**config.mk**
```make
export PLATFORM = sky130hd
export DESIGN_NAME = int_operand_stage_flat
export DESIGN_NICKNAME = d
export VERILOG_FILES = /design/src/rtl/int_operand_stage_if.sv /design/src/rtl/int_operand_stage.sv /design/src/flat_wrapper.sv
export SDC_FILE = /design/constraint.sdc
export NUM_CORES = 1
export LEC_CHECK = 0
export CAP_MARGIN = 20
export CORE_ASPECT_RATIO = 0.9
export CORE_UTILIZATION = 44
export CTS_BUF_LIST = sky130_fd_sc_hd__clkbuf_4 sky130_fd_sc_hd__clkbuf_8
export CTS_CLUSTER_DIAMETER = 150
export DETAILED_ROUTE_END_ITERATION = 7
export PLACE_DENSITY = 0.84
export REMOVE_ABC_BUFFERS = 1
export SLEW_MARGIN = 20
export SYNTH_ARGS = -nofsm -noshare
export SYNTH_HDL_FRONTEND = slang
export SYNTH_SLANG_ARGS = --single-unit
```
**constraint.sdc**
```tcl
create_clock -name clk -period 4.35 [get_ports clk]
set_input_delay 0.6525 -clock clk [delete_from_list [all_inputs] [get_ports clk]]
set_output_delay 0.6525 -clock clk [all_outputs]
set_load 0.005 [all_outputs]
```
**src/rtl/int_operand_stage_if.sv**
```systemverilog
// Issue-to-execute bundle: upstream micro-op, result bypasses, ALU side.
// Optional wb bypass signals exist only with INT_OPERAND_WB_BYPASS_EN.
interface int_operand_stage_if #(
  parameter int DATA_WIDTH     = 32,
  parameter int REG_ADDR_WIDTH = 5,
  parameter int ALUCODE_WIDTH  = 4
);
  logic                      inValid;
  logic                      inReady;
  logic [ALUCODE_WIDTH-1:0]  inAluCode;
  logic [REG_ADDR_WIDTH-1:0] inRs1;
  logic [REG_ADDR_WIDTH-1:0] inRs2;
  logic [REG_ADDR_WIDTH-1:0] inRd;
  logic [DATA_WIDTH-1:0]     inRf1;
  logic [DATA_WIDTH-1:0]     inRf2;
  logic [DATA_WIDTH-1:0]     inPc;
  logic [DATA_WIDTH-1:0]     inImm;
  logic [1:0]                inOp1Sel;
  logic [1:0]                inOp2Sel;
  logic                      exFwdValid;
  logic [REG_ADDR_WIDTH-1:0] exFwdRd;
  logic [DATA_WIDTH-1:0]     exFwdData;
  logic                      memFwdValid;
  logic [REG_ADDR_WIDTH-1:0] memFwdRd;
  logic [DATA_WIDTH-1:0]     memFwdData;
`ifdef INT_OPERAND_WB_BYPASS_EN
  logic                      wbFwdValid;
  logic [REG_ADDR_WIDTH-1:0] wbFwdRd;
  logic [DATA_WIDTH-1:0]     wbFwdData;
`endif
  logic                      outValid;
  logic                      outReady;
  logic [ALUCODE_WIDTH-1:0]  outAluCode;
  logic [DATA_WIDTH-1:0]     outOp1;
  logic [DATA_WIDTH-1:0]     outOp2;
  logic [REG_ADDR_WIDTH-1:0] outRd;

  modport master (
    output inValid, inAluCode, inRs1, inRs2, inRd,
    output inRf1, inRf2, inPc, inImm, inOp1Sel, inOp2Sel,
    output exFwdValid, exFwdRd, exFwdData,
    output memFwdValid, memFwdRd, memFwdData,
`ifdef INT_OPERAND_WB_BYPASS_EN
    output wbFwdValid, wbFwdRd, wbFwdData,
`endif
    output outReady,
    input  inReady, outValid, outAluCode,
    input  outOp1, outOp2, outRd
  );

  modport slave (
    input  inValid, inAluCode, inRs1, inRs2, inRd,
    input  inRf1, inRf2, inPc, inImm, inOp1Sel, inOp2Sel,
    input  exFwdValid, exFwdRd, exFwdData,
    input  memFwdValid, memFwdRd, memFwdData,
`ifdef INT_OPERAND_WB_BYPASS_EN
    input  wbFwdValid, wbFwdRd, wbFwdData,
`endif
    input  outReady,
    output inReady, outValid, outAluCode,
    output outOp1, outOp2, outRd
  );
endinterface

```
**src/rtl/int_operand_stage.sv**
```systemverilog
// Operand resolve stage ahead of the integer ALU, 1-entry skid buffer.
// INT_OPERAND_WB_BYPASS_EN adds a writeback bypass level below mem.
module int_operand_stage #(
  parameter int DATA_WIDTH     = 32,
  parameter int REG_ADDR_WIDTH = 5,
  parameter int ALUCODE_WIDTH  = 4
) (
  input logic               clk,
  input logic               rst,
  input logic               flush,
  int_operand_stage_if.slave bus
);
  typedef enum logic [1:0] {
    EMPTY = 2'd0,
    ONE   = 2'd1,
    FULL  = 2'd2
  } state_t;

  state_t r_state, w_next;

  logic [ALUCODE_WIDTH-1:0]  r_outAlu, r_skAlu;
  logic [DATA_WIDTH-1:0]     r_outOp1, r_skOp1;
  logic [DATA_WIDTH-1:0]     r_outOp2, r_skOp2;
  logic [REG_ADDR_WIDTH-1:0] r_outRd, r_skRd;

  logic [DATA_WIDTH-1:0] w_rs1, w_rs2, w_op1, w_op2;
  logic w_accept, w_consume;
  logic w_loadOut, w_fromSkid, w_loadSkid;

  assign bus.inReady    = (r_state != FULL);
  assign bus.outValid   = (r_state != EMPTY);
  assign bus.outAluCode = r_outAlu;
  assign bus.outOp1     = r_outOp1;
  assign bus.outOp2     = r_outOp2;
  assign bus.outRd      = r_outRd;

  assign w_accept  = bus.inValid && (r_state != FULL);
  assign w_consume = (r_state != EMPTY) && bus.outReady;

  // Later assignments win: ex > mem > (wb) > RF, and x0 beats all.
  always_comb begin
    w_rs1 = bus.inRf1;
    w_rs2 = bus.inRf2;
`ifdef INT_OPERAND_WB_BYPASS_EN
    if (bus.wbFwdValid && bus.wbFwdRd == bus.inRs1)
      w_rs1 = bus.wbFwdData;
    if (bus.wbFwdValid && bus.wbFwdRd == bus.inRs2)
      w_rs2 = bus.wbFwdData;
`endif
    if (bus.memFwdValid && bus.memFwdRd == bus.inRs1)
      w_rs1 = bus.memFwdData;
    if (bus.memFwdValid && bus.memFwdRd == bus.inRs2)
      w_rs2 = bus.memFwdData;
    if (bus.exFwdValid && bus.exFwdRd == bus.inRs1)
      w_rs1 = bus.exFwdData;
    if (bus.exFwdValid && bus.exFwdRd == bus.inRs2)
      w_rs2 = bus.exFwdData;
    if (bus.inRs1 == '0)
      w_rs1 = '0;
    if (bus.inRs2 == '0)
      w_rs2 = '0;
  end

  always_comb begin
    unique case (bus.inOp1Sel)
      2'd0:    w_op1 = w_rs1;
      2'd1:    w_op1 = bus.inPc;
      default: w_op1 = '0;
    endcase
    unique case (bus.inOp2Sel)
      2'd0:    w_op2 = w_rs2;
      2'd1:    w_op2 = bus.inImm;
      2'd2:    w_op2 = bus.inPc;
      default: w_op2 = '0;
    endcase
  end

  always_ff @(posedge clk or posedge rst) begin
    if (rst) r_state <= EMPTY;
    else     r_state <= w_next;
  end

  always_comb begin
    w_next     = r_state;
    w_loadOut  = 1'b0;
    w_fromSkid = 1'b0;
    w_loadSkid = 1'b0;
    if (flush) begin
      w_next = EMPTY;
    end else begin
      unique case (r_state)
        EMPTY: if (w_accept) begin
          w_next    = ONE;
          w_loadOut = 1'b1;
        end
        ONE: if (w_accept && w_consume) begin
          w_loadOut = 1'b1;
        end else if (w_consume) begin
          w_next = EMPTY;
        end else if (w_accept) begin
          w_next     = FULL;
          w_loadSkid = 1'b1;
        end
        FULL: if (w_consume) begin
          w_next     = ONE;
          w_loadOut  = 1'b1;
          w_fromSkid = 1'b1;
        end
        default: w_next = EMPTY;
      endcase
    end
  end

  always_ff @(posedge clk or posedge rst) begin
    if (rst) begin
      r_outAlu <= '0;
      r_outOp1 <= '0;
      r_outOp2 <= '0;
      r_outRd  <= '0;
      r_skAlu  <= '0;
      r_skOp1  <= '0;
      r_skOp2  <= '0;
      r_skRd   <= '0;
    end else begin
      if (w_loadOut && w_fromSkid) begin
        r_outAlu <= r_skAlu;
        r_outOp1 <= r_skOp1;
        r_outOp2 <= r_skOp2;
        r_outRd  <= r_skRd;
      end else if (w_loadOut) begin
        r_outAlu <= bus.inAluCode;
        r_outOp1 <= w_op1;
        r_outOp2 <= w_op2;
        r_outRd  <= bus.inRd;
      end
      if (w_loadSkid) begin
        r_skAlu <= bus.inAluCode;
        r_skOp1 <= w_op1;
        r_skOp2 <= w_op2;
        r_skRd  <= bus.inRd;
      end
    end
  end
endmodule

```
**src/flat_wrapper.sv**
```systemverilog
// flat-port wrapper written by rule: the top's interface ports become plain ports
module int_operand_stage_flat 
#(
  parameter int DATA_WIDTH     = 32,
  parameter int REG_ADDR_WIDTH = 5,
  parameter int ALUCODE_WIDTH  = 4
)
  (clk, rst, flush, bus_inValid, bus_inAluCode, bus_inRs1, bus_inRs2, bus_inRd, bus_inRf1, bus_inRf2, bus_inPc, bus_inImm, bus_inOp1Sel, bus_inOp2Sel, bus_exFwdValid, bus_exFwdRd, bus_exFwdData, bus_memFwdValid, bus_memFwdRd, bus_memFwdData, bus_outReady, bus_inReady, bus_outValid, bus_outAluCode, bus_outOp1, bus_outOp2, bus_outRd);
  int_operand_stage_if #(.DATA_WIDTH(DATA_WIDTH), .REG_ADDR_WIDTH(REG_ADDR_WIDTH), .ALUCODE_WIDTH(ALUCODE_WIDTH)) bus_i ();
  input logic clk;
  input logic rst;
  input logic flush;
  input wire logic [$bits(bus_i.inValid)-1:0] bus_inValid;
  input wire logic [$bits(bus_i.inAluCode)-1:0] bus_inAluCode;
  input wire logic [$bits(bus_i.inRs1)-1:0] bus_inRs1;
  input wire logic [$bits(bus_i.inRs2)-1:0] bus_inRs2;
  input wire logic [$bits(bus_i.inRd)-1:0] bus_inRd;
  input wire logic [$bits(bus_i.inRf1)-1:0] bus_inRf1;
  input wire logic [$bits(bus_i.inRf2)-1:0] bus_inRf2;
  input wire logic [$bits(bus_i.inPc)-1:0] bus_inPc;
  input wire logic [$bits(bus_i.inImm)-1:0] bus_inImm;
  input wire logic [$bits(bus_i.inOp1Sel)-1:0] bus_inOp1Sel;
  input wire logic [$bits(bus_i.inOp2Sel)-1:0] bus_inOp2Sel;
  input wire logic [$bits(bus_i.exFwdValid)-1:0] bus_exFwdValid;
  input wire logic [$bits(bus_i.exFwdRd)-1:0] bus_exFwdRd;
  input wire logic [$bits(bus_i.exFwdData)-1:0] bus_exFwdData;
  input wire logic [$bits(bus_i.memFwdValid)-1:0] bus_memFwdValid;
  input wire logic [$bits(bus_i.memFwdRd)-1:0] bus_memFwdRd;
  input wire logic [$bits(bus_i.memFwdData)-1:0] bus_memFwdData;
  input wire logic [$bits(bus_i.outReady)-1:0] bus_outReady;
  output wire logic [$bits(bus_i.inReady)-1:0] bus_inReady;
  output wire logic [$bits(bus_i.outValid)-1:0] bus_outValid;
  output wire logic [$bits(bus_i.outAluCode)-1:0] bus_outAluCode;
  output wire logic [$bits(bus_i.outOp1)-1:0] bus_outOp1;
  output wire logic [$bits(bus_i.outOp2)-1:0] bus_outOp2;
  output wire logic [$bits(bus_i.outRd)-1:0] bus_outRd;
  assign bus_i.inValid = bus_inValid;
  assign bus_i.inAluCode = bus_inAluCode;
  assign bus_i.inRs1 = bus_inRs1;
  assign bus_i.inRs2 = bus_inRs2;
  assign bus_i.inRd = bus_inRd;
  assign bus_i.inRf1 = bus_inRf1;
  assign bus_i.inRf2 = bus_inRf2;
  assign bus_i.inPc = bus_inPc;
  assign bus_i.inImm = bus_inImm;
  assign bus_i.inOp1Sel = bus_inOp1Sel;
  assign bus_i.inOp2Sel = bus_inOp2Sel;
  assign bus_i.exFwdValid = bus_exFwdValid;
  assign bus_i.exFwdRd = bus_exFwdRd;
  assign bus_i.exFwdData = bus_exFwdData;
  assign bus_i.memFwdValid = bus_memFwdValid;
  assign bus_i.memFwdRd = bus_memFwdRd;
  assign bus_i.memFwdData = bus_memFwdData;
  assign bus_i.outReady = bus_outReady;
  assign bus_inReady = bus_i.inReady;
  assign bus_outValid = bus_i.outValid;
  assign bus_outAluCode = bus_i.outAluCode;
  assign bus_outOp1 = bus_i.outOp1;
  assign bus_outOp2 = bus_i.outOp2;
  assign bus_outRd = bus_i.outRd;
  int_operand_stage #(.DATA_WIDTH(DATA_WIDTH), .REG_ADDR_WIDTH(REG_ADDR_WIDTH), .ALUCODE_WIDTH(ALUCODE_WIDTH)) u_core (.clk(clk), .rst(rst), .flush(flush), .bus(bus_i));
endmodule
```
* After elaboration in Yosys (flattened, before gate mapping)
Index checks and enable logic that the tools add are counted.
** Word-level totals
- Bits of input ports :: 232
- Register bits after elaboration :: 148
- Output and inout bits :: 75
** Cells by class
- Reduce and logical (&&, ||, !) cells :: 16
- Muxes and demuxes :: 34
- Equality and inequality tests :: 14
** Operators by type and width (number)
- 32-bit two-way mux :: 10
- 32-bit case mux with 3 select lines :: 1
- 32-bit case mux with 2 select lines :: 1
- 5-bit == test :: 4
- 2-bit two-way mux :: 6
- 5-bit zero test :: 2
- 1-bit two-way mux :: 10
- 5-bit two-way mux :: 2
- 1-bit logical AND :: 8
- 4-bit two-way mux :: 2
- 2-bit by 1-bit == test with 1-bit output, second input constant :: 3
- 2-bit zero test :: 3
- 3-bit by 2-bit inequality test with 1-bit output, second input constant :: 2
- 2-bit case mux with 3 select lines :: 1
- 2-bit == test, second input constant :: 2
- 4-bit by 2-bit inequality test with 1-bit output, second input constant :: 1
- 4-bit AND reduction :: 1
- 2-bit nonzero test :: 2
- 3-bit inequality test, second input constant :: 1
- 1-bit case mux with 3 select lines :: 1
- 2-bit inequality test, second input constant :: 1

* Depth between registers and ports, before layout
- Word-level depth :: 8
- Gate-level depth with buffers :: 7

* Worst setup path after synthesis
Ideal clock, no wire load.
- Path type :: input -> register
- From :: in bus_exFwdRd[2]
- To :: reg u_core.r_skOp1[7]
- Arrival time :: 1.876 ns
- Setup time :: 0.096 ns
- Slack :: 2.378 ns
- Stages :: 7
- Cells stage by stage :: xor2_1 nor2_1 and3_1 buf_4 buf_6 a221oi_1 o31ai_1
** Between the ends
- Cells in the longest elaborated chain, start to end :: 5
** RTL lines
- start, declared :: RTL line flat_wrapper.sv:25 : input wire logic [$bits(bus_i.exFwdRd)-1:0] bus_exFwdRd;
- 5-bit == test :: RTL line int_operand_stage.sv:54 : if (bus.exFwdValid && bus.exFwdRd == bus.inRs1)
- 1-bit logical AND :: RTL line int_operand_stage.sv:54
- 32-bit two-way mux :: RTL line int_operand_stage.sv:54
- 32-bit two-way mux :: RTL line int_operand_stage.sv:58 : if (bus.inRs1 == '0)
- 32-bit case mux with 2 select lines :: RTL line int_operand_stage.sv:65 : unique case (bus.inOp1Sel)
- end signal, assigned :: RTL line int_operand_stage.sv:138 : r_skOp1 <= w_op1;
- end, declared :: RTL line int_operand_stage.sv:22 : logic [DATA_WIDTH-1:0] r_outOp1, r_skOp1;
Every way passes these cells.
A chain may end at the register's enable or synchronous reset.

* Worst setup path after layout
- From :: in bus_inRs2[4]
- To :: reg u_core.r_skOp2[25]
** Between the ends
- Cells in the longest elaborated chain, start to end :: 6
** RTL lines
- start, declared :: RTL line flat_wrapper.sv:16 : input wire logic [$bits(bus_i.inRs2)-1:0] bus_inRs2;
- 5-bit == test :: RTL line int_operand_stage.sv:52 : if (bus.memFwdValid && bus.memFwdRd == bus.inRs2)
- 1-bit logical AND :: RTL line int_operand_stage.sv:52
- 32-bit two-way mux :: RTL line int_operand_stage.sv:52
- 32-bit two-way mux :: RTL line int_operand_stage.sv:56 : if (bus.exFwdValid && bus.exFwdRd == bus.inRs2)
- 32-bit two-way mux * :: RTL line int_operand_stage.sv:60 : if (bus.inRs2 == '0)
- 32-bit case mux with 3 select lines * :: RTL line int_operand_stage.sv:70 : unique case (bus.inOp2Sel)
- end signal, assigned :: RTL line int_operand_stage.sv:139 : r_skOp2 <= w_op2;
- end, declared :: RTL line int_operand_stage.sv:23 : logic [DATA_WIDTH-1:0] r_outOp2, r_skOp2;
Mark *: on every way between the ends. The rest lies on a longest branch, timed or not.

==> metrics.csv <==
metric;value;unit
final_max_slew_viol_count;0;
drc;0;
cts-resized-gates;0;
synthesis.area;9510;um2
antennaDiodeCount;0;
first_global_vias;10516;
ioPinCount;307;
power_frac_clock;25.4;%
syn2layout_area_growth;37.8;%
tns;0;ns
reg2reg_to;u_core.r_skOp1[23];
wl_per_cell;22.8;um
cts-root-buf;clkbuf_8;
regArea;3700;um2
grt.total_usage;33.4;%
hp-class;flop to flop;
cp-start-kind;primary input;
cp-end-kind;flop;
cts_num_sinks;148;
combPwrFrac;31.6;%
vias;10645;
power;4.45;mW
power.switching;1.49;mW
synth_cell_types;49;
clkTransAtPathRegs;0.09;ns
worst_hold_startpoint;u_core.r_skRd[1];
drv_cap;0;
swShare;33.4;%
slew_headroom;24.6;%
hold_depth;2;
fillerInstances;1811;
grt_overflow_total;0;
worst_slew_pin_slew;1.13;ns
power.internal;2.97;mW
cts_hold_buf;0;
placed_area;12700;um2
finalWorstSetupSlack;0.996;ns
seqPwrFrac;43.0;%
firstDrtPassIters;5;
crit_chain;clkdlybuf4s50_1 > xnor2_4 > and3_2 > a21boi_1 > o31ai_1 > a31oi_1;
worstPathArrival;3.66;ns
cts_buffers;17;
clock_skew;0.0129;ns
final_cell_mix;clkdlybuf4s50_1, dfrtp_1, nand2_1;
finalHoldViolations;0;
p_per_area;340;nW/um2
fin_crit_sh;77.1;%
viasPerCell;6.46;
gp_congestion;0.887;
synth_cells;1114;
grt_pass1_wl;57100;um
holdPathEnd;u_core.r_skRd[1];
post_cts_buffers;0;
status;finished, final reports clean;
power_leakage;4.86;nW
r2r-start;u_core.r_state[0];
rsz0062_at_grt;no;
port_buffers;306;
synth.avg_cell_area;8.53;um2
die-area;22200;um2
drtIter0Drc;1086;
reg2regPathDepth;6;
final_common_cell;clkdlybuf4s50_1;
start_util;45.2;%
htree_levels;4;
period_minus_slack;3.35;ns
grt_max_degree;107;
synth-seq-area-share;39.0;%
worstSetupPathType;primary input to flop;
multi_input_area;5430;um2
fin_area;13100;um2
nets;1580;
regToRegSetupSlack;2.07;ns
hpwl;23900;um
dieHeight;141;um
cp_max_fo;32;
core;21000;um2
peakVddDrop;0.160;mV
drt.antenna.violating_nets;0;
die_w;157;um
cts_buffer_depth;2;
drt_wl_total;37500;um
hold_ws;0.486;ns
place_ws;0.646;ns
fp-row-count;50;
cts_tree;done;
clock.fmax;298;MHz
setup_viol;0;
cpPeakStageDelay;0.91;ns
cp_slowest_cell;and3_2;
required;4.65;ns
yosys_warnings;0;
ys_seq_elements;148;
antenna_found_initial;0;
drive_gt1_share;9.18;%
clk_latency;0.46;ns
per-layer routing:
layer	wire (um)	track usage (%)	vias to the layer above
met4	1480	15.8	0
met5	0	0	-
met2	17300	53.6	827
li1	-	-	4675
met1	14200	42.8	5000
met3	4580	7.45	143
Yosys cell counts, drive strengths merged:
cell	n	share of area, %
a221oi	23	3.4
a21o	1	0.079
o31ai	54	4.3
o2111ai	24	2.2
o22ai	40	2.6
dfrtp	148	39
nor3	23	1.4
a21boi	40	3.2
a22oi	32	2.5
o311ai	8	1.2
nor2	79	3.1
xor2	10	0.92
a211oi	2	0.21
a31oi	112	7.4
or4	1	0.079
nand2	123	4.9
o211ai	24	1.9
or2	25	1.6
nor3b	1	0.13
nor2b	38	2.5
xnor2	10	1.1
o21ai	51	2.7
buf	40	2.4
mux2i	10	1.1
clkbuf	69	2.7
inv	2	0.079
nand3b	1	0.079
nand2b	1	0.066
o21a	1	0.079
a21oi	11	0.62
and2	23	1.5
and3	28	1.8
nand3	59	3.2
critical path, delay by kind of cell:
kind / cells / cell delay, ns
and+or+nand+nor: 1 / 0.91
AOI/OAI and AO/OA: 3 / 0.70
buffers and inverters: 1 / 0.57
xor gates and xnor gates: 1 / 0.80
how the worst max path moves through the flow:
| stage | from | endpoint | slack [ns] |
|---|---|---|---|
| after global routing | bus_inRs2[4] | u_core.r_skOp2[30] | 0.96 |
| after detailed placement | bus_inRs2[4] | u_core.bus.outOp2[29] | 0.65 |
| after floorplan | bus_outReady | u_core.r_skOp1[7] | -2.41 |
| after global placement | bus_inRs2[4] | u_core.r_skOp2[31] | 0.73 |
| final | bus_inRs2[4] | u_core.r_skOp2[25] | 1.0 |
| after CTS | bus_inRs2[4] | u_core.bus.outOp2[29] | 1.14 |
logic make-up after synthesis:
group,share of synthesized area (%)
xor+xnor,2.00
compound gates,32.3
mux,1.05
buf+inv,5.17
flops,39.0
simple gates,20.5
power by group through the flow:
| stage | clock [mW] | sequential [mW] | combinational [mW] |
|---|---|---|---|
| CTS | 1.14 | 1.91 | 1.39 |
| global placement | 0 | 1.91 | 1.35 |
| detailed placement | 0 | 1.93 | 1.38 |
| floorplan | 0 | 1.90 | 0.627 |
| finish | 1.13 | 1.91 | 1.41 |
| global route | 1.20 | 1.95 | 1.51 |
metrics by stage:
stage,util [%],cells
floorplan,-,1005
global placement,60.4,1615
detailed placement,60.4,1615
CTS,62.4,1647
global route,62.4,1647
finish,62.4,1647
layout make-up:
| cell class | instances | area share (%) |
|---|---|---|
| Clock buffer | 17 | 1.79 |
| Clock inverter | 15 | 1.29 |
| Inverter | 2 | 0.0955 |
| Multi-Input combinational cell | 855 | 41.4 |
| Sequential cell | 148 | 28.3 |
| Tap cell | 286 | 2.73 |
| Timing Repair Buffer | 324 | 24.4 |
state kept, by name, indices dropped and copies added (netlist names):
signal,flops
u_core.bus.outOp1,32
u_core.bus.outOp2,32
u_core.r_skOp1,32
u_core.r_skOp2,32
u_core.bus.outRd,5
u_core.r_skRd,5
u_core.bus.outAluCode,4
u_core.r_skAlu,4
u_core.r_state,2
No activity file was read; power rests on OpenSTA's default activity.
